==> src/rtl/mem_port_arbiter_if.sv <==
`default_nettype none
// ============================================================================
// Module      : mem_port_arbiter_if
// Description : Fetch, load/store and memory-side bus bundle for the shared
//               memory port arbiter. The slave modport is the arbiter's view.
// Revision    : 1.0 - initial release
// ============================================================================
interface mem_port_arbiter_if #(
    parameter int ADDR_W = 32,
    parameter int DATA_W = 32
);
    localparam int MASK_W = DATA_W / 8;

    // fetch side
    logic              i_if_req;
    logic [ADDR_W-1:0] i_if_addr;
    logic              o_if_gnt;
    logic              o_if_rvalid;
    logic [DATA_W-1:0] o_if_rdata;

    // load/store side
    logic              i_ls_req;
    logic              i_ls_wen;
    logic [ADDR_W-1:0] i_ls_addr;
    logic [DATA_W-1:0] i_ls_wdata;
    logic [MASK_W-1:0] i_ls_mask;
    logic              o_ls_gnt;
    logic              o_ls_rvalid;
    logic [DATA_W-1:0] o_ls_rdata;

    // memory side
    logic              o_mem_req;
    logic              o_mem_wen;
    logic [ADDR_W-1:0] o_mem_addr;
    logic [DATA_W-1:0] o_mem_wdata;
    logic [MASK_W-1:0] o_mem_mask;
    logic              i_mem_ready;
    logic              i_mem_rvalid;
    logic [DATA_W-1:0] i_mem_rdata;

    logic              o_busy;

    modport slave (
        input  i_if_req, i_if_addr,
        output o_if_gnt, o_if_rvalid, o_if_rdata,
        input  i_ls_req, i_ls_wen, i_ls_addr, i_ls_wdata, i_ls_mask,
        output o_ls_gnt, o_ls_rvalid, o_ls_rdata,
        output o_mem_req, o_mem_wen, o_mem_addr, o_mem_wdata, o_mem_mask,
        input  i_mem_ready, i_mem_rvalid, i_mem_rdata,
        output o_busy
    );

    modport master (
        output i_if_req, i_if_addr,
        input  o_if_gnt, o_if_rvalid, o_if_rdata,
        output i_ls_req, i_ls_wen, i_ls_addr, i_ls_wdata, i_ls_mask,
        input  o_ls_gnt, o_ls_rvalid, o_ls_rdata,
        input  o_mem_req, o_mem_wen, o_mem_addr, o_mem_wdata, o_mem_mask,
        output i_mem_ready, i_mem_rvalid, i_mem_rdata,
        input  o_busy
    );
endinterface
`default_nettype wire

==> src/rtl/mem_port_arbiter.sv <==
`default_nettype none
// ============================================================================
// Module      : mem_port_arbiter
// Description : Shares one memory port between fetch and load/store, one
//               outstanding transaction at a time. Define MEM_ARB_RR_EN for
//               round-robin arbitration; default is load/store priority.
// Revision    : 1.0 - initial release
// ============================================================================
module mem_port_arbiter #(
    parameter int ADDR_W = 32,
    parameter int DATA_W = 32
) (
    input  wire logic         i_clk,
    input  wire logic         i_rst_n,
    mem_port_arbiter_if.slave bus
);
    localparam int MASK_W = DATA_W / 8;

    typedef enum logic [1:0] {
        S_IDLE  = 2'd0,
        S_ISSUE = 2'd1,
        S_RESP  = 2'd2
    } state_t;

    state_t            state_q, state_d;
    logic              mem_req_q, mem_req_d;
    logic              mem_wen_q, mem_wen_d;
    logic [ADDR_W-1:0] mem_addr_q, mem_addr_d;
    logic [DATA_W-1:0] mem_wdata_q, mem_wdata_d;
    logic [MASK_W-1:0] mem_mask_q, mem_mask_d;
    logic              owner_ls_q, owner_ls_d;

    logic              w_pick_ls;
    logic              w_if_gnt;
    logic              w_ls_gnt;
    logic              w_if_rvalid;
    logic              w_ls_rvalid;

`ifdef MEM_ARB_RR_EN
    // Pointer resets to "fetch" so the first contention goes to load/store.
    logic last_ls_q, last_ls_d;

    assign w_pick_ls = bus.i_ls_req && !(bus.i_if_req && last_ls_q);
    assign last_ls_d = (w_if_gnt || w_ls_gnt) ? w_ls_gnt : last_ls_q;

    always_ff @(posedge i_clk) begin
        if (!i_rst_n) begin
            last_ls_q <= 1'b0;
        end else begin
            last_ls_q <= last_ls_d;
        end
    end
`else
    assign w_pick_ls = bus.i_ls_req;
`endif

    always_comb begin
        state_d     = state_q;
        mem_req_d   = mem_req_q;
        mem_wen_d   = mem_wen_q;
        mem_addr_d  = mem_addr_q;
        mem_wdata_d = mem_wdata_q;
        mem_mask_d  = mem_mask_q;
        owner_ls_d  = owner_ls_q;
        w_if_gnt    = 1'b0;
        w_ls_gnt    = 1'b0;
        w_if_rvalid = 1'b0;
        w_ls_rvalid = 1'b0;

        case (state_q)
            S_IDLE: begin
                // Reset gates the grant so no requester sees an accept that is discarded.
                if (i_rst_n && (bus.i_ls_req || bus.i_if_req)) begin
                    w_ls_gnt   = w_pick_ls;
                    w_if_gnt   = !w_pick_ls;
                    owner_ls_d = w_pick_ls;
                    mem_req_d  = 1'b1;
                    state_d    = S_ISSUE;
                    if (w_pick_ls) begin
                        mem_wen_d   = bus.i_ls_wen;
                        mem_addr_d  = bus.i_ls_addr;
                        mem_wdata_d = bus.i_ls_wdata;
                        mem_mask_d  = bus.i_ls_mask;
                    end else begin
                        mem_wen_d   = 1'b0;
                        mem_addr_d  = bus.i_if_addr;
                        mem_wdata_d = '0;
                        mem_mask_d  = '1;
                    end
                end
            end
            S_ISSUE: begin
                if (bus.i_mem_ready) begin
                    mem_req_d = 1'b0;
                    state_d   = mem_wen_q ? S_IDLE : S_RESP;
                end
            end
            S_RESP: begin
                if (i_rst_n && bus.i_mem_rvalid) begin
                    w_if_rvalid = !owner_ls_q;
                    w_ls_rvalid = owner_ls_q;
                    state_d     = S_IDLE;
                end
            end
            default: begin
                state_d   = S_IDLE;
                mem_req_d = 1'b0;
            end
        endcase
    end

    always_ff @(posedge i_clk) begin
        if (!i_rst_n) begin
            state_q     <= S_IDLE;
            mem_req_q   <= 1'b0;
            mem_wen_q   <= 1'b0;
            mem_addr_q  <= '0;
            mem_wdata_q <= '0;
            mem_mask_q  <= '0;
            owner_ls_q  <= 1'b0;
        end else begin
            state_q     <= state_d;
            mem_req_q   <= mem_req_d;
            mem_wen_q   <= mem_wen_d;
            mem_addr_q  <= mem_addr_d;
            mem_wdata_q <= mem_wdata_d;
            mem_mask_q  <= mem_mask_d;
            owner_ls_q  <= owner_ls_d;
        end
    end

    assign bus.o_if_gnt    = w_if_gnt;
    assign bus.o_ls_gnt    = w_ls_gnt;
    assign bus.o_if_rvalid = w_if_rvalid;
    assign bus.o_ls_rvalid = w_ls_rvalid;
    assign bus.o_if_rdata  = bus.i_mem_rdata;
    assign bus.o_ls_rdata  = bus.i_mem_rdata;
    assign bus.o_mem_req   = mem_req_q;
    assign bus.o_mem_wen   = mem_wen_q;
    assign bus.o_mem_addr  = mem_addr_q;
    assign bus.o_mem_wdata = mem_wdata_q;
    assign bus.o_mem_mask  = mem_mask_q;
    assign bus.o_busy      = (state_q != S_IDLE);
endmodule
`default_nettype wire

==> src/flat_wrapper.sv <==
// flat-port wrapper written by rule: the top's interface ports become plain ports
module mem_port_arbiter_flat 
#(
    parameter int ADDR_W = 32,
    parameter int DATA_W = 32
)
  (i_clk, i_rst_n, bus_i_if_req, bus_i_if_addr, bus_o_if_gnt, bus_o_if_rvalid, bus_o_if_rdata, bus_i_ls_req, bus_i_ls_wen, bus_i_ls_addr, bus_i_ls_wdata, bus_i_ls_mask, bus_o_ls_gnt, bus_o_ls_rvalid, bus_o_ls_rdata, bus_o_mem_req, bus_o_mem_wen, bus_o_mem_addr, bus_o_mem_wdata, bus_o_mem_mask, bus_i_mem_ready, bus_i_mem_rvalid, bus_i_mem_rdata, bus_o_busy);
  mem_port_arbiter_if #(.ADDR_W(ADDR_W), .DATA_W(DATA_W)) bus_i ();
  input  wire logic i_clk;
  input  wire logic i_rst_n;
  input wire logic [$bits(bus_i.i_if_req)-1:0] bus_i_if_req;
  input wire logic [$bits(bus_i.i_if_addr)-1:0] bus_i_if_addr;
  output wire logic [$bits(bus_i.o_if_gnt)-1:0] bus_o_if_gnt;
  output wire logic [$bits(bus_i.o_if_rvalid)-1:0] bus_o_if_rvalid;
  output wire logic [$bits(bus_i.o_if_rdata)-1:0] bus_o_if_rdata;
  input wire logic [$bits(bus_i.i_ls_req)-1:0] bus_i_ls_req;
  input wire logic [$bits(bus_i.i_ls_wen)-1:0] bus_i_ls_wen;
  input wire logic [$bits(bus_i.i_ls_addr)-1:0] bus_i_ls_addr;
  input wire logic [$bits(bus_i.i_ls_wdata)-1:0] bus_i_ls_wdata;
  input wire logic [$bits(bus_i.i_ls_mask)-1:0] bus_i_ls_mask;
  output wire logic [$bits(bus_i.o_ls_gnt)-1:0] bus_o_ls_gnt;
  output wire logic [$bits(bus_i.o_ls_rvalid)-1:0] bus_o_ls_rvalid;
  output wire logic [$bits(bus_i.o_ls_rdata)-1:0] bus_o_ls_rdata;
  output wire logic [$bits(bus_i.o_mem_req)-1:0] bus_o_mem_req;
  output wire logic [$bits(bus_i.o_mem_wen)-1:0] bus_o_mem_wen;
  output wire logic [$bits(bus_i.o_mem_addr)-1:0] bus_o_mem_addr;
  output wire logic [$bits(bus_i.o_mem_wdata)-1:0] bus_o_mem_wdata;
  output wire logic [$bits(bus_i.o_mem_mask)-1:0] bus_o_mem_mask;
  input wire logic [$bits(bus_i.i_mem_ready)-1:0] bus_i_mem_ready;
  input wire logic [$bits(bus_i.i_mem_rvalid)-1:0] bus_i_mem_rvalid;
  input wire logic [$bits(bus_i.i_mem_rdata)-1:0] bus_i_mem_rdata;
  output wire logic [$bits(bus_i.o_busy)-1:0] bus_o_busy;
  assign bus_i.i_if_req = bus_i_if_req;
  assign bus_i.i_if_addr = bus_i_if_addr;
  assign bus_o_if_gnt = bus_i.o_if_gnt;
  assign bus_o_if_rvalid = bus_i.o_if_rvalid;
  assign bus_o_if_rdata = bus_i.o_if_rdata;
  assign bus_i.i_ls_req = bus_i_ls_req;
  assign bus_i.i_ls_wen = bus_i_ls_wen;
  assign bus_i.i_ls_addr = bus_i_ls_addr;
  assign bus_i.i_ls_wdata = bus_i_ls_wdata;
  assign bus_i.i_ls_mask = bus_i_ls_mask;
  assign bus_o_ls_gnt = bus_i.o_ls_gnt;
  assign bus_o_ls_rvalid = bus_i.o_ls_rvalid;
  assign bus_o_ls_rdata = bus_i.o_ls_rdata;
  assign bus_o_mem_req = bus_i.o_mem_req;
  assign bus_o_mem_wen = bus_i.o_mem_wen;
  assign bus_o_mem_addr = bus_i.o_mem_addr;
  assign bus_o_mem_wdata = bus_i.o_mem_wdata;
  assign bus_o_mem_mask = bus_i.o_mem_mask;
  assign bus_i.i_mem_ready = bus_i_mem_ready;
  assign bus_i.i_mem_rvalid = bus_i_mem_rvalid;
  assign bus_i.i_mem_rdata = bus_i_mem_rdata;
  assign bus_o_busy = bus_i.o_busy;
  mem_port_arbiter #(.ADDR_W(ADDR_W), .DATA_W(DATA_W)) u_core (.i_clk(i_clk), .i_rst_n(i_rst_n), .bus(bus_i));
endmodule
==> config.mk <==
export PLATFORM = sky130hd
export DESIGN_NAME = mem_port_arbiter_flat
export DESIGN_NICKNAME = d
export VERILOG_FILES = /design/src/rtl/mem_port_arbiter_if.sv /design/src/rtl/mem_port_arbiter.sv /design/src/flat_wrapper.sv
export SDC_FILE = /design/constraint.sdc
export NUM_CORES = 1
export LEC_CHECK = 0
export CAP_MARGIN = 20
export CORE_AREA = 2 2 108 110
export DETAILED_ROUTE_END_ITERATION = 10
export DIE_AREA = 0 0 110 112
export PLACE_DENSITY_LB_ADDON = 0.3
export SLEW_MARGIN = 20
export SYNTH_ARGS = -nofsm -noshare
export SYNTH_HDL_FRONTEND = slang
export SYNTH_SLANG_ARGS = --single-unit
==> constraint.sdc <==
create_clock -name i_clk -period 3.6 [get_ports i_clk]
set_input_delay 1.08 -clock i_clk [delete_from_list [all_inputs] [get_ports i_clk]]
set_output_delay 1.08 -clock i_clk [all_outputs]
set_load 0.01 [all_outputs]
# Word level (Yosys, flattened, before mapping)
# Cells that the tools add are included.
# op_classes
eq_ne	5
reduce_logical	10
n_mul	0
muxes	20
n_addsub	0
bitwise	1
shifts	0
n_lt_le_gt_ge	0
div_mod_pow	0
# ops
cell	n
$mux 32	2
$mux 1	11
$mux 2	4
$pmux 2 s3	1
$reduce_and 3->1	2
$mux 4	1
$ne 2x1->1 const B	2
$pmux 1 s3	1
$eq 2x1->1 const B	1
$eq 2x2->1 const B	1
$logic_and 1x1->1	2
$logic_not 1->1	2
$logic_not 2->1	1
$ne 2x2->1 const B	1
$reduce_and 2->1	1
$reduce_bool 2->1	1
$logic_or 1x1->1	1
$not 1->1	1
# totals
output_inout_bits	139
ramBits	0
wordCells	43
ff_bits	73
romBits	0
in_bits	139
mem_count	0
latchBits	0

# Depth between registers and ports, before layout
# Gate-level depths: netlist (run 1).
# logic_depth
ltp_word	4
ltp_mapped	6
ltp_nobuf	3

# Worst setup path before layout (run 1)
# Ideal clock, no wire load.
# synth_timing
path_type	input to output
start	input port i_rst_n
end	output port bus_o_if_rvalid
arrival_time_ps	1865
stages	3
required_ps	2520
path_slack_ps	655
path_buffers	1
path_cell_list	clkbuf_1 nand2_1 nor4b_1
# synth_via
elab_chain_len	3
# synth_rtl
element	line_no	text
start, declared	flat_wrapper.sv:10	input wire logic i_rst_n;
$logic_and 1x1->1	mem_port_arbiter.sv:99	if (i_rst_n && bus.i_mem_rvalid) begin
$mux 1	mem_port_arbiter.sv:99	
$mux 1	mem_port_arbiter.sv:70	case (state_q)
end, declared	flat_wrapper.sv:14	output wire logic [$bits(bus_i.o_if_rvalid)-1:0] bus_o_if_rvalid;
# No other way between the ends.

# Final worst setup path (run 1)
# layout_timing
start	input port bus_i_if_req
end	output port bus_o_if_gnt
# layout_via
elab_chain_len	4
# layout_rtl
element	line_no	text
start, declared	flat_wrapper.sv:11	input wire logic [$bits(bus_i.i_if_req)-1:0] bus_i_if_req;
$logic_or 1x1->1	mem_port_arbiter.sv:73	if (i_rst_n && (bus.i_ls_req || bus.i_if_req)) begin
$logic_and 1x1->1	mem_port_arbiter.sv:73	
$mux 1	mem_port_arbiter.sv:73	
$mux 1	mem_port_arbiter.sv:70	
end, declared	flat_wrapper.sv:13	output wire logic [$bits(bus_i.o_if_gnt)-1:0] bus_o_if_gnt;
# No other way between the ends.

==> metrics.cfg, run 1 <==
[run_status]
status=completed

[clock_network]
cts_tree=yes
clk_path_buf_depth=2
clk_latency_ps=330
ctsRootBufferMaster=clkbuf_16
cts_max_level=3
cts_made_buffers=9
clkTransAtPathRegs_ps=60
cts_post_setup_buffers_inserted=0
cts_sinks=73

[power_and_ir_drop]
power_per_cell_area_nw_per_um2=469
cellLeakagePower_uw=0.00222
comb_power_share_pct=20.5
p_switching_uw=585
swShare_pct=23.7
seqPwrFrac_pct=37.9
peakVddDrop_mv=0.210
clockPowerShare_pct=41.6
internal_power_uw=1890

[synth]
synthXorXnorAreaFrac_pct=0
synthTopCellsByCount=73 x dfxtp_1, 71 x nand2_1, 64 x buf_4, 64 x mux2i_1
synth_nets=531
synthFlopType=dfxtp_1
yosys.area.top_type=dfxtp_1
synth_top_family_by_area=multiplexers
yosys_warnings=0
synth-simple-area-share_pct=15.7
ys_async_sr_fraction_pct=0
synthAdderAreaFrac_pct=0
synth_cell_type_count=24
syn_area_um2=3500
synth.most_common_cell=dfxtp_1
synth-seq-cells=73
synth_top_cell_area_share_pct=41.8
synth.area.mux_share_pct=18.3
synth_compound_area_share_pct=6.44
avgSynthCellArea_um2=8.92
synth.area.top_cells=dfxtp_1 42%, mux2i_1 18%, buf_4 14%, nand2_1 7.6%, nand3_1 4.9%
synth_edf_count=0
synthCells=392
seq_area_frac_synth_pct=41.8

[min_path]
worstHoldStart=u_core.bus.o_mem_wdata[10]
whs_path_depth=2
hp-class=reg2reg
hold_end=u_core.bus.o_mem_wdata[10]

[floorplanning]
start_util_pct=31.3
pin_count=278
fp.dieW_um=110
core_um2=11200
rows=39
die_area_um2=12300
die_h_um=112

[route]
dr.pass1.iters=4
drc=0
drt_wl_total_mm=9.68
via_count=2944
ant_nets=0
via_per_inst=4.55
first_iter_violations=90
wl_per_cell_um=15.0

[placement]
gp_congestion=0.735
port_buffers=181
dp_hpwl_mm=7.22

[final_layout]
n_antenna_cell=0
syn_to_final_growth_pct=50.8
nNetsFinal=638
fin_util_pct=47.2
drive_gt1_share_pct=5.75

[timing]
fin_crit_sh_pct=96.4
rsz0062_at_grt=false
fin_crit_ps=3470
hold_violations=0
finalSetupViolCount=0
fmax_ghz=0.288
worstMarginPinSlew_ps=594
drv_slew=0
finalSetupTns_ps=0
slew_headroom_pct=60.4
finClkSkew_ps=4.47

[setup_path]
ff2ff_setup_slack_ps=1720
crit_fanout=3
arrival_ps=2390
worstReg2RegEnd=u_core.bus.o_mem_wdata[24]
worst-setup-path-type=in2out
r2r_start=u_core.state_q[1]
ff2ff_path_depth=5
critPathLaunchType=input pin
crit_required_ps=2520
cp-end-kind=primary output

[grt]
grt_max_degree=41
grt_pass1_vias=3053
grt_pass1_wl_mm=15.2
gr-total-overflow=0
antenna_found_initial=0
track_usage_pct=15.9

[flow_run]
maxCapViolCount=0

## worst max path at each step
| stage | slack (ps) | endpoint | start |
|---|---|---|---|
| after floorplan | 660 | bus_o_if_rvalid | i_rst_n |
| after global placement | 40 | bus_o_ls_rvalid | bus_i_mem_rvalid |
| after detailed placement | 10 | bus_o_ls_rvalid | bus_i_mem_rvalid |
| after CTS | 8 | bus_o_ls_rvalid | bus_i_mem_rvalid |
| after global routing | 70 | bus_o_if_gnt | bus_i_if_req |
| final | 130 | bus_o_if_gnt | bus_i_if_req |
## cell usage in the layout, fill, tap and decap left out, types with 2 or more instances in the layout
cell and instances:
nor4bb_1 2, nand2_1 71, a21oi_1 5, dlymetal6s2s_1 2, bufinv_16 3, o21ai_0 34, clkdlybuf4s50_1 177, mux2i_1 64
dfxtp_1 73, and3b_1 4, clkbuf_16 9, nor2_1 3, buf_4 8, nand3_1 34, clkinv_2 3
## timing repair
item                                    4_1_cts  5_1_grt
endpoints found under the setup margin        0        2
hold buffers                                  0        0
hold endpoints to repair                      0        0
gates resized for setup                       0        2
## critical path: stages
cell	delay (ps)
clkdlybuf4s50_1	560
o21ai_4	70
nor2_1	120
clkdlybuf4s50_1	560
## flip-flops by register name (all words and copies together), names as in the netlist
name and cells:
u_core.bus.o_mem_addr 32, u_core.bus.o_mem_wdata 32, u_core.bus.o_mem_mask 4, u_core.state_q 2, u_core.bus.o_mem_req 1, u_core.bus.o_mem_wen 1
u_core.owner_ls_q 1
## cells by family after synthesis
family	count (synthesis)
simple gates	119
buf+inv	93
flops	73
mux	64
compound gates	43
## metrics by stage
step	total power, µW	instance area, µm²	worst slack [ps]	std cells	hold slack, ps
final	2470	5280	128	647	455
after global routing	2580	5280	72.0	647	476
after CTS	2510	5270	8.49	647	458
after detailed placement	1470	4930	11.6	631	446
after global placement	1460	4930	39.8	631	440
after floorplan	1220	3500	655	392	476
## power by group through the flow
stage	registers (µW)	clock network (µW)	logic, µW
6_report	937	1030	508
5_1_grt	947	1090	548
4_1_cts	938	1060	517
3_5_place_dp	953	0	515
3_3_place_gp	951	0	511
2_1_floorplan	983	0	239
## layer usage
layer,global-route usage (%),vias up,share of wire [%]
met2,25.2,136,46
met3,6.50,28,11
met1,17.5,1312,39
met4,9.45,0,3.8
met5,0,-,0
li1,-,1468,-
## cell type report
cell class / instances / area (µm²)
flip-flops and latches: 73 / 1460
fillers: 1112 / 5900
clock inverters: 6 / 105
well taps: 143 / 179
inverters: 1 / 3.75
repair buffers: 188 / 1860
clock buffers: 10 / 239
multi-input cells: 226 / 1430
(Power assumes the default switching activity.)
==> inputs of run 2 (changes only) <==
CORE_AREA = unset   (was 2 2 108 110)
CORE_MARGIN = 2   (was unset)
CORE_UTILIZATION = 30   (was unset)
DIE_AREA = unset   (was 0 0 110 112)
TNS_END_PERCENT = 10   (was unset)
==> run 2 against run 1 <==
Effect of this change: sequential share of layout area grew 0.12 points; cell area fell by 0.43%; setup slack improved by 51 ps.
==> metrics.cfg, run 2 (synthesis results as in run 1) <==
[run_status]
status=completed

[clock_network]
cts_made_buffers=9
ctsRootBufferMaster=clkbuf_16
cts_max_level=3
clk_latency_ps=320
cts_resized=2
cts_tree=yes
cts_hold_buffers=0
clk_path_buf_depth=2
clkTransAtPathRegs_ps=50
cts_post_setup_buffers_inserted=0
cts_sinks=73

[grt]
track_usage_pct=15.4
grt_pass1_wl_mm=15.3
gr-total-overflow=0
grt_max_degree=39
antenna_found_initial=0
grt_pass1_vias=3052

[final_layout]
multi_input_area_um2=1430
stdcell_area_um2=5250
final_cell_mix=177 x clkdlybuf4s50_1, 73 x dfxtp_1, 71 x nand2_1
drive_gt1_share_pct=5.77
ff_latch_area_um2=1460
fin_util_pct=46.0
syn_to_final_growth_pct=50.1
final_cells=646
n_antenna_cell=0
fill_cells=1129
final_common_cell=clkdlybuf4s50_1
nNetsFinal=638

[route]
ant_nets=0
dr.pass1.iters=6
via_count=2973
drt_wl_total_mm=9.75
drc=0
via_per_inst=4.60
wl_per_cell_um=15.1
first_iter_violations=101

[floorplanning]
rows=39
core_um2=11400
start_util_pct=30.6
die_area_um2=12500
die_h_um=112
pin_count=278
fp.dieW_um=112

[placement]
gp_congestion=0.734
postPlaceCellArea_um2=4930
place_inst=631
dp_hpwl_mm=7.23
port_buffers=181

[timing]
hold_violations=0
fin_crit_ps=3420
fin_crit_sh_pct=95.0
fmax_ghz=0.292
drv_slew=0
finalSetupViolCount=0
worstMarginPinSlew_ps=594
hold_ws_ps=452
finClkSkew_ps=5.02
slew_headroom_pct=60.4
finalSetupTns_ps=0
rsz0062_at_grt=false

[setup_path]
path_cells=clkdlybuf4s50_1 > o21ai_4 > nor2_1 > clkdlybuf4s50_1
cp-end-kind=primary output
crit_required_ps=2520
arrival_ps=2340
ff2ff_setup_slack_ps=1630
critPathLaunchType=input pin
ff2ff_path_depth=5
crit_path_frequent_cell=clkdlybuf4s50_1
worst-setup-path-type=in2out
crit_fanout=3
slowest_stage=clkdlybuf4s50_1
slowest_delay_ps=560

[power_and_ir_drop]
cellLeakagePower_uw=0.00219
peakVddDrop_mv=0.220
power_per_cell_area_nw_per_um2=457

[min_path]
whs_path_depth=2
hp-class=reg2reg

[flow_run]
maxCapViolCount=0

## run 2: per-stage QoR
step	total power (µW)	setup WS, ps
6_report	2400	179
5_1_grt	2520	84.0
4_1_cts	2440	31.3
3_5_place_dp	1470	-111
3_3_place_gp	1460	-99.8
2_1_floorplan	1220	655
## run 2: cell type report
type	instances	area share (%)
clock buffers	10	4.55
inverters	1	0.0715
repair buffers	188	35.4
flip-flops and latches	73	27.8
multi-input cells	226	27.3
clock inverters	5	1.52
well taps	143	3.41
## run 2: critical path, delay by kind of cell
kind / cells / cell delay (ps)
simple gates: 1 / 90
compound gates: 1 / 70
buf+inv: 2 / 1110
## run 2: path summary, 6_finish.rpt
kind                                           start                         end
worst min-delay path            u_core.bus.o_mem_req        u_core.bus.o_mem_req
worst max-delay path                    bus_i_if_req                bus_o_if_gnt
worst min register to register  u_core.bus.o_mem_req        u_core.bus.o_mem_req
worst max register to register     u_core.state_q[0]  u_core.bus.o_mem_wdata[10]
## run 2: report_power, final
| group | internal (µW) | total [µW] | switching, µW |
|---|---|---|---|
| Clock | 620 | 951 | 331 |
| Combinational | 305 | 511 | 206 |
| Sequential | 890 | 936 | 46.3 |
## run 2: layer usage
metal	wire length, µm	GRT usage (%)	up-vias
li1	-	-	1468
met1	3870	16.9	1337
met2	4550	25.2	131
met3	1020	6.37	37
met4	308	8.62	0
met5	0	0	-
==> inputs of run 3 (changes only) <==
CAP_MARGIN = 5   (was 20)
==> results of run 3 <==
Final layout, timing and power as in run 2 (identical DEF).
